<file path="config.mk">
export PLATFORM = sky130hd
export DESIGN_NAME = tick_period_meter
export DESIGN_NICKNAME = d
export VERILOG_FILES = /design/src/rtl/tick_period_meter.sv
export SDC_FILE = /design/constraint.sdc
export NUM_CORES = 1
export LEC_CHECK = 0
export CORE_MARGIN = 1.5
export CORE_UTILIZATION = 30
export CTS_CLUSTER_SIZE = 14
export DETAILED_ROUTE_END_ITERATION = 8
export PLACE_DENSITY = 0.54
export SLEW_MARGIN = 20
export SYNTH_ARGS = -nofsm -noshare
export SYNTH_HDL_FRONTEND = slang
export SYNTH_SLANG_ARGS = --single-unit
</file>
<file path="constraint.sdc">
create_clock -name clk -period 4.6 [get_ports clk]
set_input_delay 1.15 -clock clk [delete_from_list [all_inputs] [get_ports clk]]
set_output_delay 1.15 -clock clk [all_outputs]
set_load 0.005 [all_outputs]
</file>
<file path="src/rtl/tick_period_meter.sv">
// tick_period_meter: measures clk cycles between tick rising edges,
// range-checks each period and flags missing ticks and lost results.
module tick_period_meter #(
  parameter int CNT_W    = 32,
  parameter int EXPECTED = 33554433,
  parameter int TOL      = 0,
  parameter int TIMEOUT  = 67108866
) (
  input  logic             clk,
  input  logic             rst_n,
  input  logic             en,
  input  logic             tick,
  input  logic             period_ready,
  output logic [CNT_W-1:0] period_data,
  output logic             period_valid,
  output logic             in_range,
  output logic             timeout,
  output logic             overrun,
  output logic             busy
);

  typedef enum logic [1:0] {
    IDLE,
    WAIT_FIRST,
    MEASURE
  } state_t;

  localparam int LO_I = (EXPECTED > TOL) ? EXPECTED - TOL : 0;
  localparam int HI_I = EXPECTED + TOL;

  localparam logic [CNT_W:0]   LO_W = (CNT_W+1)'(LO_I);
  localparam logic [CNT_W:0]   HI_W = (CNT_W+1)'(HI_I);
  localparam logic [CNT_W-1:0] TO_V = CNT_W'(TIMEOUT);
  localparam logic [CNT_W-1:0] ONE  = CNT_W'(1);

  state_t           state, state_n;
  logic [CNT_W-1:0] cnt, cnt_n;
  logic             tick_d;
  logic             edge_s;
  logic             win;
  logic             xfer;

  logic [CNT_W-1:0] data_n;
  logic             valid_n;
  logic             inr_n;
  logic             to_n;
  logic             ov_n;

  assign edge_s = tick & ~tick_d;
  assign xfer   = period_valid & period_ready;
  assign win    = ({1'b0, cnt} >= LO_W) &&
                  ({1'b0, cnt} <= HI_W);
  assign busy   = (state == WAIT_FIRST) ||
                  (state == MEASURE);

  // State, counter, result and flag registers; tick delay runs always.
  always_ff @(posedge clk or negedge rst_n) begin
    if (!rst_n) begin
      state        <= IDLE;
      cnt          <= '0;
      tick_d       <= 1'b0;
      period_data  <= '0;
      period_valid <= 1'b0;
      in_range     <= 1'b0;
      timeout      <= 1'b0;
      overrun      <= 1'b0;
    end else begin
      state        <= state_n;
      cnt          <= cnt_n;
      tick_d       <= tick;
      period_data  <= data_n;
      period_valid <= valid_n;
      in_range     <= inr_n;
      timeout      <= to_n;
      overrun      <= ov_n;
    end
  end

  // Next state, counter and result; en low wipes everything.
  always_comb begin
    state_n = state;
    cnt_n   = cnt;
    data_n  = period_data;
    valid_n = period_valid;
    inr_n   = in_range;
    to_n    = timeout;
    ov_n    = overrun;

    if (xfer) begin
      valid_n = 1'b0;
    end

    if (!en) begin
      state_n = IDLE;
      cnt_n   = '0;
      data_n  = '0;
      valid_n = 1'b0;
      inr_n   = 1'b0;
      to_n    = 1'b0;
      ov_n    = 1'b0;
    end else begin
      unique case (state)
        IDLE: begin
          cnt_n   = '0;
          state_n = WAIT_FIRST;
        end
        WAIT_FIRST: begin
          if (edge_s) begin
            cnt_n   = ONE;
            to_n    = 1'b0;
            state_n = MEASURE;
          end
        end
        MEASURE: begin
          if (edge_s) begin
            data_n  = cnt;
            valid_n = 1'b1;
            inr_n   = win;
            cnt_n   = ONE;
            if (period_valid && !period_ready) begin
              ov_n = 1'b1;
            end
          end else if (cnt == TO_V) begin
            to_n    = 1'b1;
            cnt_n   = '0;
            state_n = WAIT_FIRST;
          end else if (cnt != '1) begin
            cnt_n = cnt + ONE;
          end
        end
        default: begin
          state_n = IDLE;
          cnt_n   = '0;
        end
      endcase
    end
  end

endmodule

</file>
==> run summary, run 1 <==
===============================================================================
Post-synthesis area per instance                                     10.1 sq um
NumNets Final                                                               407
Final-report max-slew violation count                                         0
Worst vdd rail ir drop                                               0.000170 V
Clock-pin slew on the worst setup and hold paths                        0.06 ns
Worst Skew                                                           0.00443 ns
Die ar.                                                             12800 sq um
Sum of overflow across all layers after global routing                        0
Effective utilization at floorplan                                        31.2%
CP endpoint kind                                                       register
Max Clock Freq                                                          306 MHz
Worst hold path class                                              register to register
Die span in y                                                            113 um
Clock insertion delay at the later pin of the skew report               0.33 ns
Design Power                                                            1.53 mW
Sequential fraction of the synthesis area                                 49.0%
Worst Hold Launch                                                  period_data[20]
TritonCTS sink count                                                         71
Number of synthesized flops with an enable pin                                0
Setup repair after global routing missed its margin                          no
Final-layout fill cell count                                               1182
Number of endpoints with negative hold slack in the final report              0
Synthesis-to-layout area growth                                           21.0%
Reg-to-reg setup timing slack                                           1.58 ns
Worst reg2reg path depth                                                      7
Share of the clock period used by the worst path                          71.0%
Number of flip-flops and latches in the synthesized netlist                  71
DRT antenna net count                                                         0
Drt total wl                                                            8.94 mm
Cell Count, Final, Fillers Out                                              544
Startpoint Class                                                   primary input
PD cells                                                            348 nW/um^2
Synth cell types                                                             55
Critical path fanouts, max                                                   26
CTS Buffer Depth                                                              2
Leakage                                                                 1.78 nW
First drt pass iteration count                                                4
Setup Fix Bufs, Post-CTS                                                      0
Floorplan row count                                                          39
Worst-case headroom to the max-slew limit                                 39.4%
Number of global-route vias before repair                                  2887
Drt drc                                                                       0
Synthesized Nets                                                            369
Most used flip-flop cell after synthesis                           sky130_fd_sc_hd__dfrtp_1
Most common cell after layout, fill and taps aside                 sky130_fd_sc_hd__dfrtp_1
Post-Syn Instances                                                          358
IO Pins                                                                      42
Buffers added on ports                                                       41
Wire length of the first global-routing pass                            15.1 mm
Dpl cells                                                                   528
Final routed wire length divided by cell count                          16.4 um
Data required, critical path                                            4.86 ns
Final setup fails                                                             0
Initial detailed-routing violation count                                    108
End of the worst register-to-register path                               cnt[7]
Largest net degree at the start of global routing                            39
Average vias per placed instance                                           5.35
CTS tree                                                                  built
Max-cap violations                                                            0
TritonCTS buffer count                                                        9
Vias                                                                       2910
Post-synth ARST share                                                      100%
Horizontal extent of the die                                             113 um
Tightest Pin Transition                                                0.905 ns
Routability congestion estimate                                           0.856
Cell depth of the worst hold path                                             1
Placeable core region                                               11600 sq um
Total Neg Setup Slack                                                      0 ns
Initial antenna violation count                                               0
Outcome                                                               completed
Hold-fix buffers at CTS                                                       0
Cells resized by post-CTS repair                                              0
Post-detailed-placement half-perimeter wirelength                       5.92 mm
ANT cells                                                                     0
R2r startpoint                                                           cnt[0]
Capture endpoint of the worst hold path                            period_data[20]
Count of yosys warnings during synthesis                                      0
Clock tree root driver cell                                        sky130_fd_sc_hd__clkbuf_16
Total standard cell area after synthesis                             3620 sq um
Proportion of layout cells with a drive suffix above 1                    12.0%
Top library cells by usage in the layout, fill and taps aside      71 x sky130_fd_sc_hd__dfrtp_1, 40 x sky130_fd_sc_hd__clkdlybuf4s50_1, 31 x sky130_fd_sc_hd__a22o_1
Total number of H-tree levels                                                 3
Overall fraction of global-route tracks in use                            15.0%
WP data arrival                                                         3.53 ns
Time the final worst path needs with I/O delays and setup               3.27 ns
Critical setup path kind                                           primary input to register
===============================================================================
==> synth_stat cells, types with 10 or more instances <==
| library cell | number | area share [%] |
|---|---|---|
| sky130_fd_sc_hd__a21oi_1 | 19 | 2.6 |
| sky130_fd_sc_hd__dfrtp_1 | 71 | 49 |
| sky130_fd_sc_hd__nor4_1 | 11 | 1.9 |
| sky130_fd_sc_hd__inv_1 | 27 | 2.8 |
| sky130_fd_sc_hd__nand4_1 | 10 | 1.7 |
| sky130_fd_sc_hd__o21ai_0 | 17 | 2.3 |
| sky130_fd_sc_hd__nand2_1 | 17 | 1.8 |
| sky130_fd_sc_hd__nor3_1 | 15 | 2.1 |
| sky130_fd_sc_hd__or3_1 | 17 | 2.9 |
| sky130_fd_sc_hd__nand3_1 | 15 | 2.1 |
| sky130_fd_sc_hd__a22o_1 | 31 | 7.5 |
| sky130_fd_sc_hd__o21ai_2 | 11 | 2.7 |
==> per-layer routing <==
layer / up-vias / GRT usage, % / part of all wire [%]
li1: 1407 / - / -
met1: 1420 / 20.6 / 50
met2: 64 / 22.8 / 44
met3: 19 / 3.48 / 4.0
met4: 0 / 5.92 / 1.9
met5: - / 0 / 0
==> cells by family after synthesis <==
kind of cell,after synthesis,synth area share [%]
multiplexers,1,0.276
AO/OA/AOI/OAI,106,20.8
AND/OR/NAND/NOR,124,20.4
adder cells (fa/ha/maj),6,2.07
XOR/XNOR,1,0.242
flip-flops,71,49.0
buffers and inverters,49,7.15
==> state kept, by name (all words and copies together) (netlist names) <==
signal        count
cnt              32
period_data      32
state             2
in_range          1
overrun           1
period_valid      1
tick_d            1
timeout           1
==> power breakdown <==
group / switching [mW] / leakage [nW] / internal (mW)
registers: 0.0167 / 0.988 / 0.637
clock network: 0.255 / 0.134 / 0.379
logic: 0.149 / 0.663 / 0.0894
total: 0.421 / 1.78 / 1.11
==> how the worst max path moves through the flow <==
stage                     cells after the start  from  endpoint
after floorplan                               9  tick    cnt[5]
after global placement                        8  tick    cnt[3]
after detailed placement                      8  tick    cnt[3]
after CTS                                     8  tick    cnt[3]
after global routing                          6    en    cnt[3]
final                                         8  tick    cnt[3]
==> area by class of cell <==
class                      instances  area [sq um]  area share (%)
clock buffer                      13           250            5.71
sequential                        71          1780            40.5
tap                              143           179            4.08
multi-input combinational        238          1590            36.3
inverter                          27           101            2.31
clock inverter                     3          18.8           0.428
timing repair buffer              49           465            10.6
==> per-stage QoR <==
stage	setup WS [ns]	util [%]	cell area [sq um]	hold slack (ns)
after CTS	1.34	37.8	4380	0.502
final	1.33	37.8	4380	0.496
after global routing	1.15	37.8	4380	0.513
after global placement	1.04	35.4	4120	0.484
after detailed placement	0.981	35.4	4120	0.475
after floorplan	1.89	-	3620	0.474
==> critical path, stage by stage <==
cell                              delay [ns]
sky130_fd_sc_hd__clkdlybuf4s50_1        0.42
sky130_fd_sc_hd__nor2b_1                0.13
sky130_fd_sc_hd__buf_4                  0.19
sky130_fd_sc_hd__nor2_1                 0.16
sky130_fd_sc_hd__nand3_1                0.09
sky130_fd_sc_hd__or3_1                  0.71
sky130_fd_sc_hd__or3_2                  0.58
sky130_fd_sc_hd__o21ai_1                0.08
(Power assumes the default switching activity.)
==> run 2: changes to the inputs <==
--- a/config.mk
+++ b/config.mk
@@ -9,7 +9,7 @@
 export CORE_UTILIZATION = 30
 export CTS_CLUSTER_SIZE = 14
 export DETAILED_ROUTE_END_ITERATION = 8
-export PLACE_DENSITY = 0.54
+export PLACE_DENSITY = 0.56
 export SLEW_MARGIN = 20
 export SYNTH_ARGS = -nofsm -noshare
 export SYNTH_HDL_FRONTEND = slang
==> constraint.sdc (replaced) <==
create_clock -name clk -period 2.8 [get_ports clk]
set_input_delay 0.7 -clock clk [delete_from_list [all_inputs] [get_ports clk]]
set_output_delay 0.7 -clock clk [all_outputs]
set_load 0.005 [all_outputs]
==> run 2 against run 1 <==
Net effect:
- register-to-register slack worse by 1.1 ns
- clock power is 59% higher
- global-route usage is 0.091 points higher
- flip-flop and latch count stayed put
- critical path depth is 4 lower
- final cell count is 2.4% higher
- clock skew is 0.0039 ns higher
- critical path type is now register to output pin
- critical endpoint is now busy
- largest power group unchanged
- highest routed layer unchanged
==> run summary, run 2 (same netlist as run 1, synthesis figures left out) <==
===============================================================================
Switching Share                                                           27.7%   +0.18 points
Critical path fanouts, max                                                    4   -85%
Post-detailed-placement half-perimeter wirelength                       6.17 mm   +4.2%
Drt total wl                                                            8.88 mm   -0.62%
Final routed wire length divided by cell count                          15.9 um   -2.9%
Synthesis-to-layout area growth                                           23.4%
Clock insertion delay at the later pin of the skew report               0.34 ns   about the same
Buffers added on ports                                                       41   unchanged
Initial detailed-routing violation count                                    179   +66%
Worst-case headroom to the max-slew limit                                 38.2%   -1.2 points
Number of global-route vias before repair                                  3010   +4.3%
Leakage                                                                 1.84 nW   +3.3%
Worst setup path startpoint                                            state[0]
Clock-pin slew on the worst setup and hold paths                        0.06 ns   about the same
R2r startpoint                                                          cnt[16]
Setup WS post-layout                                                   0.435 ns   -0.900 ns
Number of endpoints with negative hold slack in the final report              0   unchanged
Data required, critical path                                            2.10 ns   -2.76 ns
Setup repair after global routing missed its margin                          no
Worst path cell trace                                              inv_1 > ha_1 > inv_1 > clkdlybuf4s50_1
Instance count on the critical path                                           4   -4
Time the final worst path needs with I/O delays and setup               2.37 ns
Endpoint of the most critical setup path                                   busy
Routability congestion estimate                                           0.834   -2.5%
Wire length of the first global-routing pass                            15.2 mm   +0.68%
Total Neg Setup Slack                                                      0 ns   unchanged
Cell Count, Final, Fillers Out                                              557   +2.4%
Sequential group share of total power                                     42.2%   -0.6 points
Largest net degree at the start of global routing                            27   -31%
First drt pass iteration count                                                6   +2
Max-cap violations                                                            0   unchanged
CTS Buffer Depth                                                              2   unchanged
IO Pins                                                                      42   unchanged
Crit path max-delay cell type                                      sky130_fd_sc_hd__clkdlybuf4s50_1
Worst Skew                                                           0.00833 ns   +0.00390 ns
Dominant delay contributor by cell family on the critical path     buffers and inverters
Combinational fraction of design power                                    17.7%   +2.1 points
Vias                                                                       2954   +1.5%
Placement-stage cell area                                            4210 sq um   +2.4%
Total non-filler cell area in the finished layout                    4470 sq um   +2.0%
Pint                                                                    1.82 mW   +65%
Final setup fails                                                             0   unchanged
Proportion of layout cells with a drive suffix above 1                    14.7%   +2.8 points
Worst vdd rail ir drop                                               0.000343 V   +100%
Sum of overflow across all layers after global routing                        0   unchanged
Count of buffer and inverter cells on the critical path                       3   +1
Startpoint Class                                                       register
CP endpoint kind                                                     output pin
End of the worst register-to-register path                              cnt[26]
Placeable core region                                               11600 sq um   unchanged
Die span in y                                                            113 um   unchanged
Worst hold path class                                              primary input to asynchronous set/reset pin
PD cells                                                            564 nW/um^2   +62%
Worst reg2reg path depth                                                      7   unchanged
Critical setup path kind                                           register to output pin
Top library cells by usage in the layout, fill and taps aside      71 x sky130_fd_sc_hd__dfrtp_1, 40 x sky130_fd_sc_hd__clkdlybuf4s50_1, 31 x sky130_fd_sc_hd__a22o_1
WP data arrival                                                         1.67 ns   -1.86 ns
Drt drc                                                                       0   unchanged
ANT cells                                                                     0   unchanged
Clock Power Share                                                         40.1%   -1.5 points
Crit path top cell by count                                        sky130_fd_sc_hd__inv_1
Largest registers                                                  cnt: 32 flops, period_data: 32 flops, state: 2 flops
Cells resized by post-CTS repair                                              0   unchanged
Crit-path max cell delay                                                0.49 ns   -0.22 ns
Outcome                                                               completed
Final-layout fill cell count                                               1148   -2.9%
Tightest Pin Transition                                                0.921 ns   +0.0159 ns
CTS tree                                                                  built
Worst Setup Slack post-DPL                                             0.108 ns   -0.873 ns
Effective utilization at floorplan                                        31.2%   unchanged
Switching power summed over all nets                                   0.700 mW   +66%
Reg-to-reg setup timing slack                                           0.46 ns   -1.12 ns
NumNets Final                                                               420   +3.2%
Average vias per placed instance                                           5.30   -0.86%
Share of the clock period used by the worst path                          84.5%
Final-report max-slew violation count                                         0   unchanged
Die ar.                                                             12800 sq um   unchanged
Initial antenna violation count                                               0   unchanged
DRT antenna net count                                                         0   unchanged
Horizontal extent of the die                                             113 um   unchanged
Dpl cells                                                                   541   +2.5%
Floorplan row count                                                          39   unchanged
TritonCTS sink count                                                         71   unchanged
Total number of H-tree levels                                                 3   unchanged
TritonCTS buffer count                                                        9   unchanged
Clock tree root driver cell                                        sky130_fd_sc_hd__clkbuf_16
Overall fraction of global-route tracks in use                            15.0%   +0.091 points
Setup Fix Bufs, Post-CTS                                                      0   unchanged
Most common cell after layout, fill and taps aside                 sky130_fd_sc_hd__dfrtp_1
Max Clock Freq                                                          423 MHz
Hold-fix buffers at CTS                                                       0   unchanged
===============================================================================
run 2: changes by cell type in the layout (fill, tap and decap cells not counted):
cell / change
sky130_fd_sc_hd__clkinv_4: -1
sky130_fd_sc_hd__buf_4: +13
sky130_fd_sc_hd__clkbuf_8: -1
sky130_fd_sc_hd__clkinv_2: +1
sky130_fd_sc_hd__clkinvlp_4: +1
run 2: stage by stage:
step	hold WS, ns	utilization, %	total power, mW
floorplan	0.404	-	1.40
global placement	0.480	36.3	1.53
detailed placement	0.475	36.3	1.53
finish	0.320	38.5	2.52
global route	0.346	38.5	2.66
CTS	0.335	38.5	2.56
run 2: power by group through the flow:
stage | Clock (mW) | Combinational, mW | Sequential, mW
2_1_floorplan | 0 | 0.313 | 1.09
3_3_place_gp | 0 | 0.446 | 1.08
3_5_place_dp | 0 | 0.449 | 1.08
4_1_cts | 1.04 | 0.452 | 1.06
5_1_grt | 1.09 | 0.500 | 1.07
6_report | 1.01 | 0.446 | 1.06
run 2: how the worst min path moves through the flow:
stage,end,slack (ns),depth (start not counted)
floorplan,cnt[0],0.40,0
global placement,in_range,0.48,1
detailed placement,in_range,0.47,1
CTS,period_data[30],0.33,1
global route,period_data[30],0.35,1
finish,period_data[30],0.32,1
run 2: area by class of cell:
class	count	area [sq um]	area share, %
inverters	27	101	2.27
repair buffers	62	563	12.6
multi-input cells	238	1590	35.6
clock inverters	4	22.5	0.504
clock buffers	12	236	5.29
flip-flops and latches	71	1780	39.7
well taps	143	179	4.00
run 2: layer usage:
| layer | GRT usage, % | vias to the layer above | routed length, um |
|---|---|---|---|
| met3 | 4.28 | 11 | 467 |
| met1 | 21.2 | 1436 | 4390 |
| met2 | 22.2 | 72 | 3920 |
| li1 | - | 1435 | - |
| met5 | 0 | - | 0 |
| met4 | 5.25 | 0 | 101 |
==> run 3: changes to the inputs <==
--- a/config.mk
+++ b/config.mk
@@ -9,7 +9,7 @@
 export CORE_UTILIZATION = 30
 export CTS_CLUSTER_SIZE = 14
 export DETAILED_ROUTE_END_ITERATION = 8
-export PLACE_DENSITY = 0.56
+export PLACE_DENSITY = 0.54
 export SLEW_MARGIN = 20
 export SYNTH_ARGS = -nofsm -noshare
 export SYNTH_HDL_FRONTEND = slang
==> constraint.sdc (replaced) <==
create_clock -name clk -period 2.4 [get_ports clk]
set_input_delay 0.6 -clock clk [delete_from_list [all_inputs] [get_ports clk]]
set_output_delay 0.6 -clock clk [all_outputs]
set_load 0.005 [all_outputs]
==> run 3 against run 2 <==
Net effect:
- utilization grew 1.8 points
- hold slack lost 0.063 ns
- critical path type unchanged
- clock power grew 31%
==> run summary, run 3 (same netlist as run 1, synthesis figures left out) <==
===============================================================================
Outcome                                                               completed
Drt drc                                                                       0   unchanged
Wire length of the first global-routing pass                            15.4 mm   +1.3%
Final setup fails                                                             0   unchanged
Total number of H-tree levels                                                 3   unchanged
Data required, critical path                                            1.80 ns   -0.30 ns
Routability congestion estimate                                           0.839   +0.62%
CTS tree                                                                  built
Share of the core filled with cells in the final layout                   40.3%   +1.8 points
TritonCTS buffer count                                                        9   unchanged
Top routing layer used                                                     met4
Worst Skew                                                           0.00545 ns   -0.00288 ns
Most common cell after layout, fill and taps aside                 sky130_fd_sc_hd__dfrtp_1
Buffers added on ports                                                       41   unchanged
Max Clock Freq                                                          443 MHz
Vias                                                                       3019   +2.2%
Floorplan row count                                                          39   unchanged
Tightest Pin Transition                                                0.419 ns   -0.502 ns
Die span in y                                                            113 um   unchanged
DRT antenna net count                                                         0   unchanged
Worst hold path class                                              primary input to asynchronous set/reset pin
Number of global-route vias before repair                                  2999   -0.37%
Clock insertion delay at the later pin of the skew report               0.34 ns   about the same
Share of the clock period used by the worst path                          94.1%
Sum of overflow across all layers after global routing                        0   unchanged
IO Pins                                                                      42   unchanged
NumNets Final                                                               435   +3.6%
Cells resized by post-CTS repair                                              0   unchanged
Worst Setup Slack post-DPL                                            -0.184 ns   -0.291 ns
Effective utilization at floorplan                                        31.2%   unchanged
Top library cells by usage in the layout, fill and taps aside      71 x sky130_fd_sc_hd__dfrtp_1, 40 x sky130_fd_sc_hd__clkdlybuf4s50_1, 32 x sky130_fd_sc_hd__buf_4
Post-detailed-placement half-perimeter wirelength                       6.47 mm   +4.8%
CP endpoint kind                                                     output pin
Die ar.                                                             12800 sq um   unchanged
Clock tree root driver cell                                        sky130_fd_sc_hd__clkbuf_16
Startpoint Class                                                       register
Final-layout fill cell count                                               1180   +2.8%
Critical setup path kind                                           register to output pin
Synthesis-to-layout area growth                                           29.2%
Setup Fix Bufs, Post-CTS                                                      0   unchanged
Largest net degree at the start of global routing                            72   +170%
WP data arrival                                                         1.66 ns   about the same
Drt total wl                                                            9.27 mm   +4.4%
Design Power                                                            3.12 mW   +24%
Proportion of layout cells with a drive suffix above 1                    18.9%   +4.1 points
Placeable core region                                               11600 sq um   unchanged
Final routed wire length divided by cell count                          16.2 um   +1.6%
Clock-pin slew on the worst setup and hold paths                        0.05 ns   about the same
Largest registers                                                  cnt: 32 flops, period_data: 32 flops, state: 2 flops
Critical path fanouts, max                                                    4   unchanged
Leakage                                                                 1.96 nW   +6.2%
PD cells                                                            667 nW/um^2   +18%
Post-Route M1 WL                                                        4.45 mm   +1.3%
Routed length on met3                                                    456 um   -2.4%
Time the final worst path needs with I/O delays and setup               2.26 ns
Total length of routed met2 wires                                       4.29 mm   +9.5%
Average vias per placed instance                                           5.28   -0.48%
Hold-fix buffers at CTS                                                       0   unchanged
Number of endpoints with negative hold slack in the final report              0   unchanged
ANT cells                                                                     0   unchanged
Reg-to-reg setup timing slack                                           0.16 ns   -0.30 ns
Final-report max-slew violation count                                         0   unchanged
Horizontal extent of the die                                             113 um   unchanged
CTS Buffer Depth                                                              2   unchanged
Setup WS post-layout                                                   0.142 ns   -0.292 ns
Worst vdd rail ir drop                                               0.000414 V   +21%
Worst-case headroom to the max-slew limit                                 72.1%   +34 points
Setup repair after global routing missed its margin                          no
TritonCTS sink count                                                         71   unchanged
Initial antenna violation count                                               0   unchanged
First drt pass iteration count                                                4   -2
Max-cap violations                                                            0   unchanged
Overall fraction of global-route tracks in use                            15.3%   +0.30 points
Initial detailed-routing violation count                                    162   -9.5%
===============================================================================
[run 3: changes by cell type in the layout (fill, tap and decap cells not counted), sizes merged]
cell,previous run,this run
clkinv,3,1
clkbuf,12,14
buf,22,37
[run 3: stage by stage]
step / cells / area (sq um) / hold slack, ns / TNS, ns
global route: 572 / 4680 / 0.328 / 0
global placement: 556 / 4360 / 0.481 / -1.43
CTS: 572 / 4660 / 0.303 / 0
detailed placement: 556 / 4360 / 0.480 / -2.08
floorplan: 358 / 3620 / 0.304 / 0
finish: 572 / 4680 / 0.256 / 0
[run 3: power breakdown]
part           internal, mW  switching [mW]  total, mW  leakage (nW)
logic                 0.241           0.327      0.568         0.824
clock network         0.811           0.505       1.32         0.145
registers              1.22          0.0179       1.24         0.988
total                  2.27           0.850       3.12          1.96
[run 3: final cells by class]
cell class | instances | area [sq um] | area share [%]
sequential | 71 | 1780 | 37.9
clock buffer | 14 | 284 | 6.06
inverter | 27 | 101 | 2.16
multi-input combinational | 238 | 1610 | 34.4
tap | 143 | 179 | 3.82
timing repair buffer | 77 | 717 | 15.3
clock inverter | 2 | 12.5 | 0.267
[run 3: per-layer routing]
metal  global-route usage (%)  vias up
met1                     20.9     1481
met2                     23.9       73
met5                        0        -
met4                     5.50        0
li1                         -     1459
met3                     3.80        6
[run 3: worst paths after layout]
path                            startpoint         endpoint  cells after the start
setup / recovery                  state[0]             busy                      4
hold / removal                       rst_n  period_data[24]                      2
setup reg to reg                   cnt[15]           cnt[7]                      7
hold reg to reg            period_data[15]  period_data[15]                      1
max in group asynchronous            rst_n   period_data[8]                      2
min in group clk           period_data[15]  period_data[15]                      1
[run 3: critical path: stages (launching register included)]
cell,delay (ns)
sky130_fd_sc_hd__dfrtp_1,0.41
sky130_fd_sc_hd__inv_1,0.06
sky130_fd_sc_hd__ha_1,0.31
sky130_fd_sc_hd__inv_1,0.06
sky130_fd_sc_hd__clkdlybuf4s50_1,0.49
